===== config.mk =====
export PLATFORM = sky130hd
export DESIGN_NAME = controle_rodada_flat
export DESIGN_NICKNAME = d
export VERILOG_FILES = /design/src/rtl/controle_rodada_if.sv /design/src/rtl/controle_rodada.sv /design/src/flat_wrapper.sv
export SDC_FILE = /design/constraint.sdc
export NUM_CORES = 1
export LEC_CHECK = 0
export ABC_AREA = 0
export BUFFER_PORTS_ARGS = -buffer_cell sky130_fd_sc_hd__buf_2
export CAP_MARGIN = 20
export CORE_ASPECT_RATIO = 0.7
export CORE_MARGIN = 2
export CORE_UTILIZATION = 45
export CTS_CLUSTER_SIZE = 28
export DETAILED_ROUTE_END_ITERATION = 7
export PLACE_DENSITY = 0.77
export SYNTH_ARGS = -nofsm -noshare
export SYNTH_HDL_FRONTEND = slang
export SYNTH_SLANG_ARGS = --single-unit

===== constraint.sdc =====
create_clock -name clock -period 1.41 [get_ports clock]
set_input_delay 0.2115 -clock clock [delete_from_list [all_inputs] [get_ports clock]]
set_output_delay 0.2115 -clock clock [all_outputs]
set_load 0.03 [all_outputs]

===== src/rtl/controle_rodada_if.sv =====
// Bundles the button/datapath handshake between the round controller and the
// board-storage datapath of jogao_da_velha.
interface controle_rodada_if #(
    parameter int N_CASAS = 9,
    parameter int W_IDX   = 4
);
    logic               iniciar;
    logic               tem_jogada;
    logic [N_CASAS-1:0] botoes;
    logic [N_CASAS-1:0] macro_fechado;
    logic [N_CASAS-1:0] micro_ocupado;
    logic               fim_jogo;
    logic               jogador;
    logic               jogar_macro;
    logic               jogar_micro;
    logic [W_IDX-1:0]   macro_atual;
    logic [W_IDX-1:0]   micro_atual;
    logic               zera_tab;
    logic               registra_micro;
    logic               pronto;
    logic [3:0]         db_estado;

    modport master (
        output iniciar, tem_jogada, botoes, macro_fechado, micro_ocupado, fim_jogo,
        input  jogador, jogar_macro, jogar_micro, macro_atual, micro_atual,
               zera_tab, registra_micro, pronto, db_estado
    );

    modport slave (
        input  iniciar, tem_jogada, botoes, macro_fechado, micro_ocupado, fim_jogo,
        output jogador, jogar_macro, jogar_micro, macro_atual, micro_atual,
               zera_tab, registra_micro, pronto, db_estado
    );
endinterface


===== src/rtl/controle_rodada.sv =====
// Turn-sequencing FSM for 9x9 ultimate tic-tac-toe: decodes one-hot presses into
// macro/micro selections, validates them and drives the datapath write strobes.
module controle_rodada #(
    parameter int N_CASAS = 9,
    parameter int W_IDX   = 4
) (
    input logic             clock,
    input logic             reset,
    controle_rodada_if.slave bus
);

    typedef enum logic [3:0] {
        INICIAL      = 4'd0,
        PREPARA      = 4'd1,
        ESPERA_MACRO = 4'd2,
        ESPERA_MICRO = 4'd3,
        REGISTRA     = 4'd4,
        AGUARDA      = 4'd5,
        CHECA        = 4'd6,
        FIM          = 4'd7
    } estado_t;

    estado_t          r_estado;
    estado_t          w_prox_estado;
    logic             r_jogador;
    logic             w_prox_jogador;
    logic [W_IDX-1:0] r_macro;
    logic [W_IDX-1:0] w_prox_macro;
    logic [W_IDX-1:0] r_micro;
    logic [W_IDX-1:0] w_prox_micro;
    logic [W_IDX-1:0] w_idx;
    logic             w_valida;

    // A press only counts when exactly one button is set.
    always_comb begin
        w_idx = '0;
        for (int i = 0; i < N_CASAS; i++) begin
            if (bus.botoes[i]) begin
                w_idx = W_IDX'(i);
            end
        end
        w_valida = bus.tem_jogada && $onehot(bus.botoes);
    end

    always_comb begin
        w_prox_estado  = r_estado;
        w_prox_jogador = r_jogador;
        w_prox_macro   = r_macro;
        w_prox_micro   = r_micro;
        case (r_estado)
            INICIAL: begin
                if (bus.iniciar) w_prox_estado = PREPARA;
            end
            PREPARA: begin
                w_prox_jogador = 1'b0;
                w_prox_estado  = ESPERA_MACRO;
            end
            ESPERA_MACRO: begin
                if (w_valida && !bus.macro_fechado[w_idx]) begin
                    w_prox_macro  = w_idx;
                    w_prox_estado = ESPERA_MICRO;
                end
            end
            ESPERA_MICRO: begin
                if (w_valida && !bus.micro_ocupado[w_idx]) begin
                    w_prox_micro  = w_idx;
                    w_prox_estado = REGISTRA;
                end
            end
            REGISTRA: w_prox_estado = AGUARDA;
            AGUARDA:  w_prox_estado = CHECA;
            CHECA: begin
                if (bus.fim_jogo) begin
                    w_prox_estado = FIM;
                end else begin
                    // The cell just played names the macro the opponent must use.
                    w_prox_jogador = ~r_jogador;
                    w_prox_macro   = r_micro;
                    w_prox_estado  = bus.macro_fechado[r_micro] ? ESPERA_MACRO : ESPERA_MICRO;
                end
            end
            FIM: begin
                if (bus.iniciar) w_prox_estado = PREPARA;
            end
            default: w_prox_estado = INICIAL;
        endcase
    end

    always_ff @(posedge clock or negedge reset) begin
        if (!reset) begin
            r_estado  <= INICIAL;
            r_jogador <= 1'b0;
            r_macro   <= '0;
            r_micro   <= '0;
        end else begin
            r_estado  <= w_prox_estado;
            r_jogador <= w_prox_jogador;
            r_macro   <= w_prox_macro;
            r_micro   <= w_prox_micro;
        end
    end

    // Every strobe and level is decoded straight from the state, so reset clears them at once.
    assign bus.jogador        = r_jogador;
    assign bus.jogar_macro    = (r_estado == ESPERA_MACRO);
    assign bus.jogar_micro    = (r_estado == ESPERA_MICRO);
    assign bus.macro_atual    = r_macro;
    assign bus.micro_atual    = r_micro;
    assign bus.zera_tab       = (r_estado == PREPARA);
    assign bus.registra_micro = (r_estado == REGISTRA);
    assign bus.pronto         = (r_estado == FIM);
    assign bus.db_estado      = r_estado;

endmodule

===== src/flat_wrapper.sv =====
// flat-port wrapper written by rule: the top's interface ports become plain ports
module controle_rodada_flat 
#(
    parameter int N_CASAS = 9,
    parameter int W_IDX   = 4
)
  (clock, reset, bus_iniciar, bus_tem_jogada, bus_botoes, bus_macro_fechado, bus_micro_ocupado, bus_fim_jogo, bus_jogador, bus_jogar_macro, bus_jogar_micro, bus_macro_atual, bus_micro_atual, bus_zera_tab, bus_registra_micro, bus_pronto, bus_db_estado);
  controle_rodada_if #(.N_CASAS(N_CASAS), .W_IDX(W_IDX)) bus_i ();
  input logic clock;
  input logic reset;
  input wire logic [$bits(bus_i.iniciar)-1:0] bus_iniciar;
  input wire logic [$bits(bus_i.tem_jogada)-1:0] bus_tem_jogada;
  input wire logic [$bits(bus_i.botoes)-1:0] bus_botoes;
  input wire logic [$bits(bus_i.macro_fechado)-1:0] bus_macro_fechado;
  input wire logic [$bits(bus_i.micro_ocupado)-1:0] bus_micro_ocupado;
  input wire logic [$bits(bus_i.fim_jogo)-1:0] bus_fim_jogo;
  output wire logic [$bits(bus_i.jogador)-1:0] bus_jogador;
  output wire logic [$bits(bus_i.jogar_macro)-1:0] bus_jogar_macro;
  output wire logic [$bits(bus_i.jogar_micro)-1:0] bus_jogar_micro;
  output wire logic [$bits(bus_i.macro_atual)-1:0] bus_macro_atual;
  output wire logic [$bits(bus_i.micro_atual)-1:0] bus_micro_atual;
  output wire logic [$bits(bus_i.zera_tab)-1:0] bus_zera_tab;
  output wire logic [$bits(bus_i.registra_micro)-1:0] bus_registra_micro;
  output wire logic [$bits(bus_i.pronto)-1:0] bus_pronto;
  output wire logic [$bits(bus_i.db_estado)-1:0] bus_db_estado;
  assign bus_i.iniciar = bus_iniciar;
  assign bus_i.tem_jogada = bus_tem_jogada;
  assign bus_i.botoes = bus_botoes;
  assign bus_i.macro_fechado = bus_macro_fechado;
  assign bus_i.micro_ocupado = bus_micro_ocupado;
  assign bus_i.fim_jogo = bus_fim_jogo;
  assign bus_jogador = bus_i.jogador;
  assign bus_jogar_macro = bus_i.jogar_macro;
  assign bus_jogar_micro = bus_i.jogar_micro;
  assign bus_macro_atual = bus_i.macro_atual;
  assign bus_micro_atual = bus_i.micro_atual;
  assign bus_zera_tab = bus_i.zera_tab;
  assign bus_registra_micro = bus_i.registra_micro;
  assign bus_pronto = bus_i.pronto;
  assign bus_db_estado = bus_i.db_estado;
  controle_rodada #(.N_CASAS(N_CASAS), .W_IDX(W_IDX)) u_core (.clock(clock), .reset(reset), .bus(bus_i));
endmodule

Yosys cells after proc, flatten, opt, wreduce, memory -nomap -nowiden

Index checks and enable logic that the tools add are counted.

Flip-flop bits (word level): 13
Input bits: 32
Output and inout port bits: 18
Word-level logic and storage cells: 65

$add $sub $neg: 8
$lt $le $gt $ge: 2
Eq/ne operators: 12
Muxes and demuxes: 25
Bitwise operators: 1
Reduce and logical (&&, ||, !) cells: 13

Operator list:

| cell                                                | number |
|---|---|
| 2-to-1 mux 4 bit                                    | 13 |
| one-hot mux 4 bit (7 select lines)                  | 1 |
| equality test 4 x 3 -> 1 bit, second input constant | 4 |
| adder 4 bit                                         | 3 |
| binary-select mux 1 bit (select 4 bit)              | 3 |
| < comparator 4 x 5 -> 1 bit, second input constant  | 2 |
| adder 1 x 1 -> 2 bit                                | 4 |
| equality test 4 x 1 -> 1 bit, second input constant | 2 |
| equality test 4 x 2 -> 1 bit, second input constant | 2 |
| one-hot mux 4 bit (2 select lines)                  | 1 |
| 2-to-1 mux 1 bit                                    | 6 |
| != test 2 x 1 -> 1 bit, second input constant       | 3 |
| AND reduction 3 bit                                 | 2 |
| adder 4 x 1 -> 4 bit                                | 1 |
| logical NOT 4 bit                                   | 1 |
| AND reduction 2 bit                                 | 2 |
| nonzero test 2 bit                                  | 2 |
| logical AND 1 bit                                   | 3 |
| logical NOT 1 bit                                   | 2 |
| != test 2 bit, second input constant                | 1 |
| one-hot mux 1 bit (2 select lines)                  | 1 |
| OR reduction 2 bit                                  | 1 |
| NOT 1 bit                                           | 1 |

Longest topological paths before layout

Gate-level depths: netlist (run 1).

Depth in word-level cells: 14
Mapped depth: 15
Gate-level depth less buffers: 15

Worst setup path after synthesis (run 1)

Ideal clock, no wire load.

Path type: in2reg
From: in bus_botoes[2]
To: reg u_core.r_micro[0] (netlist: u_core.bus.micro_atual[0])
Library setup time: 125 ps
Arrival time: 3491 ps
Required time: 1285 ps
Slack: -2206 ps
Stages on the path: 14
Buffers on the path: 0
Cell sequence: ha_1 -> fa_1 -> inv_1 -> fa_1 -> inv_1 -> ha_1 -> fa_1 -> nor4b_1 -> nand2_1 -> a21oi_1 -> o41a_1 -> and4b_4 -> nand2_2 -> mux2_4

Word-level cells in the longest chain between the ends: 12
Elaborated cells on any way between the ends: 18
Those cells by class: add/sub (4); eq/ne (1); mux (9); reduce/logical (4)

RTL lines:

| what                                                 | line                  | RTL |
|---|---|---|
| start, declared                                      | flat_wrapper.sv:13    | `input wire logic [$bits(bus_i.botoes)-1:0] bus_botoes;` |
| branches (longest 12 deep; another with adder 4 bit) | --                    |  |
| end signal, assigned                                 | controle_rodada.sv:99 | `r_micro <= w_prox_micro;` |
| end, declared                                        | controle_rodada.sv:29 | `logic [W_IDX-1:0] r_micro;` |

Several ways; the timed one is not identified. The select of a mux whose other input is x is not followed.
A chain may end at the register's enable or synchronous reset.

Worst setup path after layout (run 1)

From: in bus_botoes[7]
To: reg u_core.r_macro[0] (netlist: u_core.bus.macro_atual[0])

Word-level cells in the longest chain between the ends: 9
Elaborated cells on any way between the ends: 16
Those cells by class: add/sub (4); eq/ne (2); mux (6); reduce/logical (4)

RTL lines:

| what                                           | line                  | RTL |
|---|---|---|
| adder 1 x 1 -> 2 bit (implied by the code)     | controle_rodada.sv:42 | `w_valida = bus.tem_jogada && $onehot(bus.botoes);` |
| adder 4 bit (implied by the code) (2 in a row) | controle_rodada.sv:42 |  |
| adder 4 x 1 -> 4 bit (implied by the code)     | controle_rodada.sv:42 |  |
| equality test 4 x 1 -> 1 bit                   | controle_rodada.sv:42 |  |
| logical AND 1 bit                              | controle_rodada.sv:42 |  |
| logical AND 1 bit                              | controle_rodada.sv:59 | `if (w_valida && !bus.macro_fechado[w_idx]) begin` |
| != test 2 x 1 -> 1 bit (no line)               | --                    |  |
| AND reduction 3 bit (no line)                  | --                    |  |
| end signal, assigned                           | controle_rodada.sv:98 | `r_macro <= w_prox_macro;` |
| end, declared                                  | controle_rodada.sv:27 | `logic [W_IDX-1:0] r_macro;` |

Parallel ways exist; a longest one is shown, timed or not. The select of a mux whose other input is x is not followed.

==> results of run 1 <==
==> area by class of cell <==
cell class                      count  area [sq um]
Fill cell                         181           572
Timing Repair Buffer               98           682
Tap cell                           36          45.0
Sequential cell                    12           303
Multi-Input combinational cell    117          1100
Inverter                           18          67.6
Clock buffer                        4          55.1
==> kinds of logic after synthesis <==
kind of cell / synth area share
AO/OA/AOI/OAI: 0.201
buffers and inverters: 0.0794
adder cells (fa/ha/maj): 0.140
flip-flops: 0.224
multiplexers: 0.0831
other: 0.00280
AND/OR/NAND/NOR: 0.270
==> cell usage after synthesis (all sizes together), types with 4 or more instances <==
cell    number
nor4         4
dfrtp       12
fa           5
clkbuf       4
a21oi       10
ha           7
o21ai        6
nor3         7
nand3        7
mux2         4
nor2        15
inv         18
nand2       10
==> through the flow <==
stage | power, uW | area, sq um | utilization
3_5_place_dp | 2460 | 1950 | 0.692
3_3_place_gp | 2380 | 1950 | 0.692
5_1_grt | 3510 | 2250 | 0.797
6_report | 3360 | 2250 | 0.797
2_1_floorplan | 1820 | 1420 | -
4_1_cts | 3040 | 2140 | 0.758
==> registers in the layout (all words and copies together), names as in the netlist <==
name / count
u_core.bus.micro_atual: 4
u_core.bus.macro_atual: 4
u_core.bus.jogador: 1
u_core.bus.db_estado: 3
==> power by group through the flow <==
stage	sequential, uW	combinational [uW]	clock (uW)
finish	673	2280	405
global route	689	2410	411
CTS	649	2000	388
detailed placement	650	1810	0
global placement	630	1750	0
floorplan	926	890	0
==> per-layer routing <==
layer / share of wire / global-route usage / up-vias
li1: - / - / 748
met3: 0.096 / 0.0736 / 38
met1: 0.39 / 0.367 / 815
met5: 0 / 0 / -
met4: 0.048 / 0.0980 / 0
met2: 0.47 / 0.503 / 138
==> what timing repair did <==
action	CTS	global route
hold endpoints to repair	12	0
gates cloned	0	0
setup endpoints to repair	14	16
hold buffers	1	0
resized for setup	25	18
setup buffers	5	7
pin swaps	10	3
==> path summary, 6_finish.rpt <==
| kind | endpoint | slack (ns) | depth (start not counted) |
|---|---|---|---|
| worst max-delay path | u_core.bus.macro_atual[0]$_DFFE_PN0P_ | -2.11 | 15 |
| worst min-delay path | u_core.bus.db_estado[2]$_DFFE_PN0P_ | 0.30 | 4 |
| worst max register to register | u_core.bus.db_estado[0]$_DFFE_PN0P_ | -0.40 | 6 |
| worst min register to register | u_core.bus.jogador$_DFFE_PN0P_ | 0.61 | 1 |
| max in group asynchronous | u_core.bus.db_estado[0]$_DFFE_PN0P_ | 0.77 | 2 |
| min in group asynchronous | u_core.bus.micro_atual[1]$_DFFE_PN0P_ | 0.38 | 2 |
==> worst reg2reg max path: stages, from the launching register on <==
cell and delay (ns):
dfrtp_1 0.41, mux4_2 0.52, nand2_1 0.08, a21oi_1 0.05, a31oi_1 0.27, o22ai_1 0.17, a221oi_2 0.21
==> summary.md, run 1 <==
The ratio of final minimum period to clock period came out at 2.50. Static timing analysis puts the maximum clock frequency at 0.284 GHz. The worst setup slack after layout is -2.11 ns, and the global routing usage summed across all routing layers is 0.295. For the number of sinks on the clock net, the log shows 12.

The worst-case IR drop observed on VDD is 0.999 mV. The slowest stage of the critical path is the fa_1 cell. In the synthesized netlist, the number of instances is 154. The number of standard cells in the final layout excluding fillers came out at 285.

Counting every net in the synthesized netlist gives 198. By area the synthesized netlist is led by dfrtp_1 (22%), fa_1 (7.5%), ha_1 (6.5%). In this run, placement finished with an instance count of 269.

The logs give 295 for the iteration-0 DRC count of the detailed router and 3 for the CTS buffer count. Worst setup skew after layout: 0.00193 ns. The average routed wire per standard cell is 19.7 microns, and the initial antenna violation count is 0.

The number of max-cap violations was 0. Post-route minimum period: 3.52 ns. The HPWL after detailed placement is 3550 microns. The via count of the first global-routing pass came out at 1,699.

In this run, synthesis inferred 0 flip-flops with an integrated enable. Power density relative to cell area: 1490 nW/um^2. The detailed-routing iteration count for the pre-antenna-repair pass came out at 5. Adding up every negative setup slack in the final design gives -22.59 ns.

The detailed router placed 1,739 vias in this run. The sequential area share after synthesis was 0.224; the register bit count reported by yosys was 12. The required time reported for the critical path endpoint was 1.55 ns. After detailed routing, the number of vias per cell comes to 6.10. During synthesis, Yosys emitted a total of 0 warnings.

Cell type contributing the most total cell area after synthesis: dfrtp_1. The clock passes through at most 2 buffers. The run gives 0.121 as the fraction of power consumed by the clock network.

Internal power comes to 1770 uW. Share of total power consumed by net switching: 0.474. The remaining max-slew budget at the tightest pin was 0.642.

The flow ran to the end, but the final reports show violations. The signed area change from the synthesized netlist to the final layout came out at 68.0%. The share of total power in combinational logic came out at 0.679.

The critical path capture point type is a flip-flop. Startpoint of the tightest hold check path: bus_iniciar. The tools report the library cell used as clock root buffer as clkbuf_8.

Averaged over all synthesized cells, the footprint is 8.70 sq um. Walking the worst path, the cells encountered are buf_8, ha_4, fa_1, inv_1, fa_1, inv_1, ha_2, fa_1, nor4b_4, buf_4, nand2_2, nor4_2, and4_4, nor4_1, nor3b_1. Summed over all layers, the routed wires come to 5620 microns. Setup repair after global routing could not meet its margin everywhere. The fraction of post-synthesis cell area in the top cell type by area was 0.224; the final-stage net count was 294. For this run, design rule violations remaining after detail routing come to 0. The cell repeated most along the worst path is fa_1. The die span in y was 49.7 microns. During placement, the flow inserted port buffers numbering 48. The fraction of final layout cells sized beyond drive strength 1 came out at 0.610.

The analysis attributes to net switching a power of 1590 uW. Clock latency on the worst-skew pair, taken at its later pin, is 0.25 ns. The core region is 2820 sq um.

The hold violation count in the final report was 0. TritonCTS built the clock tree. For the standby leakage power, the log shows 0.00109 uW.

The boundary pin count is 50. The library cells used most frequently in the layout, excluding fill and tap cells, are buf_4 (48), buf_2 (39), nor2_1 (13), inv_1 (11), dfrtp_1 (10). Routability-driven placement finished with a final weighted congestion of 0.912. The total of endpoints with negative setup slack in the final report is 12. The tools report the summed instance area of the synthesized netlist as 1340 sq um.

Summed over all layers, the global routing overflow is 0. Entering global routing, the biggest net connects 13 pins. For the number of H-tree levels, the log shows 1. Startpoint of the most critical register-to-register path: u_core.bus.micro_atual[0]$_DFFE_PN0P_. The fraction of power consumed by sequential logic was 0.200. The run gives -2.39 ns as the pre-CTS worst setup slack. The proportion of synthesized flip-flops having asynchronous set or reset works out to 1.00. After synthesis, the netlist uses 57 different library cells.

At the pin with the least slew margin, the transition time is 0.524 ns. Across all hold checks on the routed design, the worst slack comes to 0.296 ns. Together, buffers and inverters on the worst path number 4.

On the worst path, the slowest cell contributes a delay of 0.53 ns. The initial core utilization was 0.475. The tools report the launch point of the worst path as bus_botoes[7].

The kind of cell adding the most delay to the critical path was adder cells. The tools report the arrival time of data at the critical path endpoint as 3.66 ns. Classification of the worst setup path: input port to flip-flop. The primary flip-flop cell chosen by synthesis mapping is dfrtp_1.

The die covers 3440 sq um. 0 antenna diodes ended up in the layout. After clock tree synthesis, the clock-pin slew on the worst setup and hold paths is 0.06 ns. Most common cell after layout, fill and taps aside: buf_4. In this run the worst path has a maximum fanout of 5.

The path class of the tightest hold or removal check is input port to flip-flop. The first global-routing pass estimated 7960 microns of wire. The final reports fail on negative setup slack. Category of the worst setup path launch point: an input port. Die width: 69.2 microns. In this run the remaining antenna-violating nets after routing total 0. The logs give 0 for the number of max-slew violations in the final report and 16 for the floorplan row count.
Note: power is estimated with default switching activity, not from simulation.
==> run 2, diff against run 1 <==
--- a/config.mk
+++ b/config.mk
@@ -13,7 +13,7 @@
 export CORE_UTILIZATION = 45
 export CTS_CLUSTER_SIZE = 28
 export DETAILED_ROUTE_END_ITERATION = 7
-export PLACE_DENSITY = 0.77
+export PLACE_DENSITY = 0.88
 export SYNTH_ARGS = -nofsm -noshare
 export SYNTH_HDL_FRONTEND = slang
 export SYNTH_SLANG_ARGS = --single-unit
==> run 2 against run 1 <==
  * The flow finishes with violations (design-rule violations, negative setup slack)
  * Clock-buffer cell count stayed put
  * Setup slack got worse by 0.00073 ns
  * Flip-flop and latch count is the same
  * Total power rose by 5.5%
  * Combinational power grew 7%
  * Cell count up 0.70%
  * Global-route usage rose by 1.2 points
  * Utilization up 2.3 points
  * Largest power group unchanged
  * Highest routed layer unchanged
==> summary.md, run 2 (synthesis gave the netlist of run 1 again) <==
The flow ran to the end, but the final reports show violations. Violations in the final reports: design-rule violations, negative setup slack (was negative setup slack). The CTS buffer count came out at 3 (unchanged).

The worst setup skew after layout came out at 0.00167 ns (was 0.00193 ns). The standard cell area after detailed placement was 1980 sq um (was 1950 sq um); the number of remaining DRC errors was 1 (was 0). The tools report the number of max-slew violations in the final report as 0 (unchanged). The detailed-routing iteration count for the pre-antenna-repair pass was 8 (was 5). The number of max-cap violations was 0 (unchanged); the highest achievable clock rate was 0.284 GHz (about the same). The highest cell delay on the worst timing path is 0.60 ns (was 0.53 ns), and the area of the placeable core is 2820 sq um (unchanged). For the initial antenna violation count, the log shows 0 (unchanged). Kind of cell adding the most delay to the critical path: adder cells (unchanged). Cell-by-cell trace of the critical path: buf_8, ha_4, fa_1, inv_2, fa_1, inv_1, ha_2, fa_2, nor4b_4, nand2_2, a21oi_2, o41a_1, and4b_4, nand2_4, mux2_4 (was buf_8, ha_4, fa_1, inv_1, fa_1, inv_1, ha_2, fa_1, nor4b_4, buf_4, nand2_2, nor4_2, and4_4, nor4_1, nor3b_1).

The critical path capture point type was a flip-flop (unchanged). The required time reported for the critical path endpoint was 1.54 ns (was 1.55 ns). Number of H-tree levels: 1 (unchanged). The library cell used as clock root buffer is clkbuf_8 (unchanged).

The die span in y came out at 49.7 microns (unchanged). The average routed wire per standard cell was 22.2 microns (was 19.7 microns); the measured slew at the worst slew-check pin was 0.664 ns (was 0.524 ns). The tools report the die area as 3440 sq um (unchanged). The run gives -2.11 ns (about the same) as the worst setup slack after layout.

The setup slack on the worst flop-to-flop path was -0.42 ns (was -0.40 ns). For the routed via count, the log shows 1,811 (was 1,739). The remaining max-slew budget at the tightest pin was 0.555 (was 0.642). The maximum buffer depth of the clock tree came out at 2 (unchanged). The die width came out at 69.2 microns (unchanged).

The register clock-pin slew on the reported worst setup and hold paths is 0.06 ns (about the same). The category of the worst setup path launch point was an input port (unchanged). The logs give 3610 microns (was 3550 microns) for the placed wire-length estimate and 0.962 (was 0.912) for the final weighted congestion in routability-driven placement. The largest net degree at the start of global routing was 13 (unchanged). The fraction of final layout cells sized beyond drive strength 1 came out at 0.625 (was 0.610).

Signed area change from the synthesized netlist to the final layout: 72.8% (was 68.0%). The number of standard cells in the final layout excluding fillers came out at 287 (was 285). The run gives 50 (unchanged) as the boundary pin count. The standby leakage power is 0.00111 uW (was 0.00109 uW). TritonCTS built the clock tree. Setup repair after global routing could not meet its margin everywhere. The worst hold margin was 0.314 ns (was 0.296 ns); the ratio of final minimum period to clock period was 2.50 (about the same).

Most frequent cells in the layout: buf_4 (44), buf_2 (39), buf_6 (15), nor2_1 (12), dfrtp_1 (10) (was buf_4 (48), buf_2 (39), nor2_1 (13), inv_1 (11), dfrtp_1 (10)). The logs give 8190 microns (was 7960 microns) for the global-route wire length before repair and 3.65 ns (was 3.66 ns) for the arrival time of data at the critical path endpoint. For the hold violation count in the final report, the log shows 0 (unchanged). The number of buffer and inverter instances along the worst setup path came out at 3 (was 4).

The highest fanout seen on the critical path is 4 (was 5). The floorplan row count was 16 (unchanged); the power density relative to cell area was 1530 nW/um^2 (was 1490 nW/um^2). The most common cell after layout, fill and taps aside is buf_4 (unchanged). The placed cell count came out at 272 (was 269). The iteration-0 DRC count of the detailed router was 258 (was 295); the total global routing overflow was 0 (unchanged). The via count of the first global-routing pass is 1,629 (was 1,699).

The detailed-route vias per instance is 6.31 (was 6.10), and the number of inserted diodes is 0 (unchanged). The library cell contributing the largest single delay on the critical path was fa_1 (unchanged). The clock latency on the worst-skew pair is 0.25 ns (about the same), and the total of endpoints with negative setup slack in the final report is 13 (was 12). The run gives 159 (was 181) as the number of fill cells. The post-route minimum period works out to 3.52 ns (about the same). The number of nets still failing antenna checks after routing was 0 (unchanged); the number of buffers inserted by port buffering was 48 (unchanged). The type of the most critical hold path was input port to flip-flop (unchanged). The total detailed-routing wirelength was 6380 microns (was 5620 microns); the maximum ir drop on the vdd rail was 1.34 mV (was 0.999 mV). The global routing usage summed across all routing layers is 0.307 (was 0.295).

The cell repeated most along the worst path is fa_1 (unchanged). The post-layout instance area came out at 2320 sq um (was 2250 sq um). Classification of the worst setup path: input port to flip-flop (unchanged). The run gives 0.475 (unchanged) as the initial core utilization.

The final-stage net count is 296 (was 294), and the number of sinks on the clock net is 12 (unchanged).
[run 2: worst min-delay path, delay by kind of cell]
kind / cells / cell delay [ns]
compound gates: 1 / 0.04
buf+inv: 1 / 0.13
simple gates: 2 / 0.15
[run 2: where the power goes]
part	switching (uW)	leakage [uW]	internal, uW
sequential	196	0.000142	504
clock	145	0.0000288	248
combinational	1340	0.000943	1120
[run 2: path summary, 6_finish.rpt]
path,startpoint,endpoint,depth (start not counted)
max in group asynchronous,reset,u_core.bus.db_estado[1]$_DFFE_PN0P_,2
worst min-delay path,bus_iniciar,u_core.bus.db_estado[2]$_DFFE_PN0P_,4
min in group asynchronous,reset,u_core.bus.macro_atual[1]$_DFFE_PN0P_,2
worst max-delay path,bus_botoes[6],u_core.bus.micro_atual[0]$_DFFE_PN0P_,15
worst min register to register,u_core.bus.jogador$_DFFE_PN0P_,u_core.bus.jogador$_DFFE_PN0P_,1
worst max register to register,u_core.bus.micro_atual[0]$_DFFE_PN0P_,u_core.bus.db_estado[0]$_DFFE_PN0P_,5
[run 2: layout make-up]
cell class / count / area (sq um) / area share
inverter: 18 / 67.6 / 0.0292
multi-input combinational: 117 / 1130 / 0.486
tap: 36 / 45.0 / 0.0194
timing repair buffer: 100 / 719 / 0.311
sequential: 12 / 303 / 0.131
clock buffer: 4 / 55.1 / 0.0238
[run 2: metal layers]
metal | vias up | global-route usage | share of wire
li1 | 748 | - | -
met1 | 834 | 0.416 | 0.38
met2 | 166 | 0.500 | 0.43
met3 | 63 | 0.0511 | 0.13
met4 | 0 | 0.105 | 0.070
met5 | - | 0 | 0
[run 2: through the flow]
| step | TNS, ns | total power (uW) | util | setup WS [ns] |
|---|---|---|---|---|
| 6_report | -22.77 | 3540 | 0.820 | -2.11 |
| 3_3_place_gp | -24.77 | 2470 | 0.700 | -2.32 |
| 3_5_place_dp | -25.71 | 2530 | 0.700 | -2.42 |
| 2_1_floorplan | -21.58 | 1820 | - | -2.06 |
| 5_1_grt | -23.73 | 3660 | 0.820 | -2.21 |
| 4_1_cts | -21.41 | 3110 | 0.761 | -2.01 |
[run 2: what timing repair did]
| item | 4_1_cts | 5_1_grt |
|---|---|---|
| hold buffers | 1 | 0 |
| cloned | 0 | 0 |
| setup buffers | 2 | 8 |
| pin swaps | 17 | 8 |
| hold endpoints to repair | 12 | 0 |
| gates resized for setup | 26 | 30 |
| setup endpoints to repair | 14 | 16 |
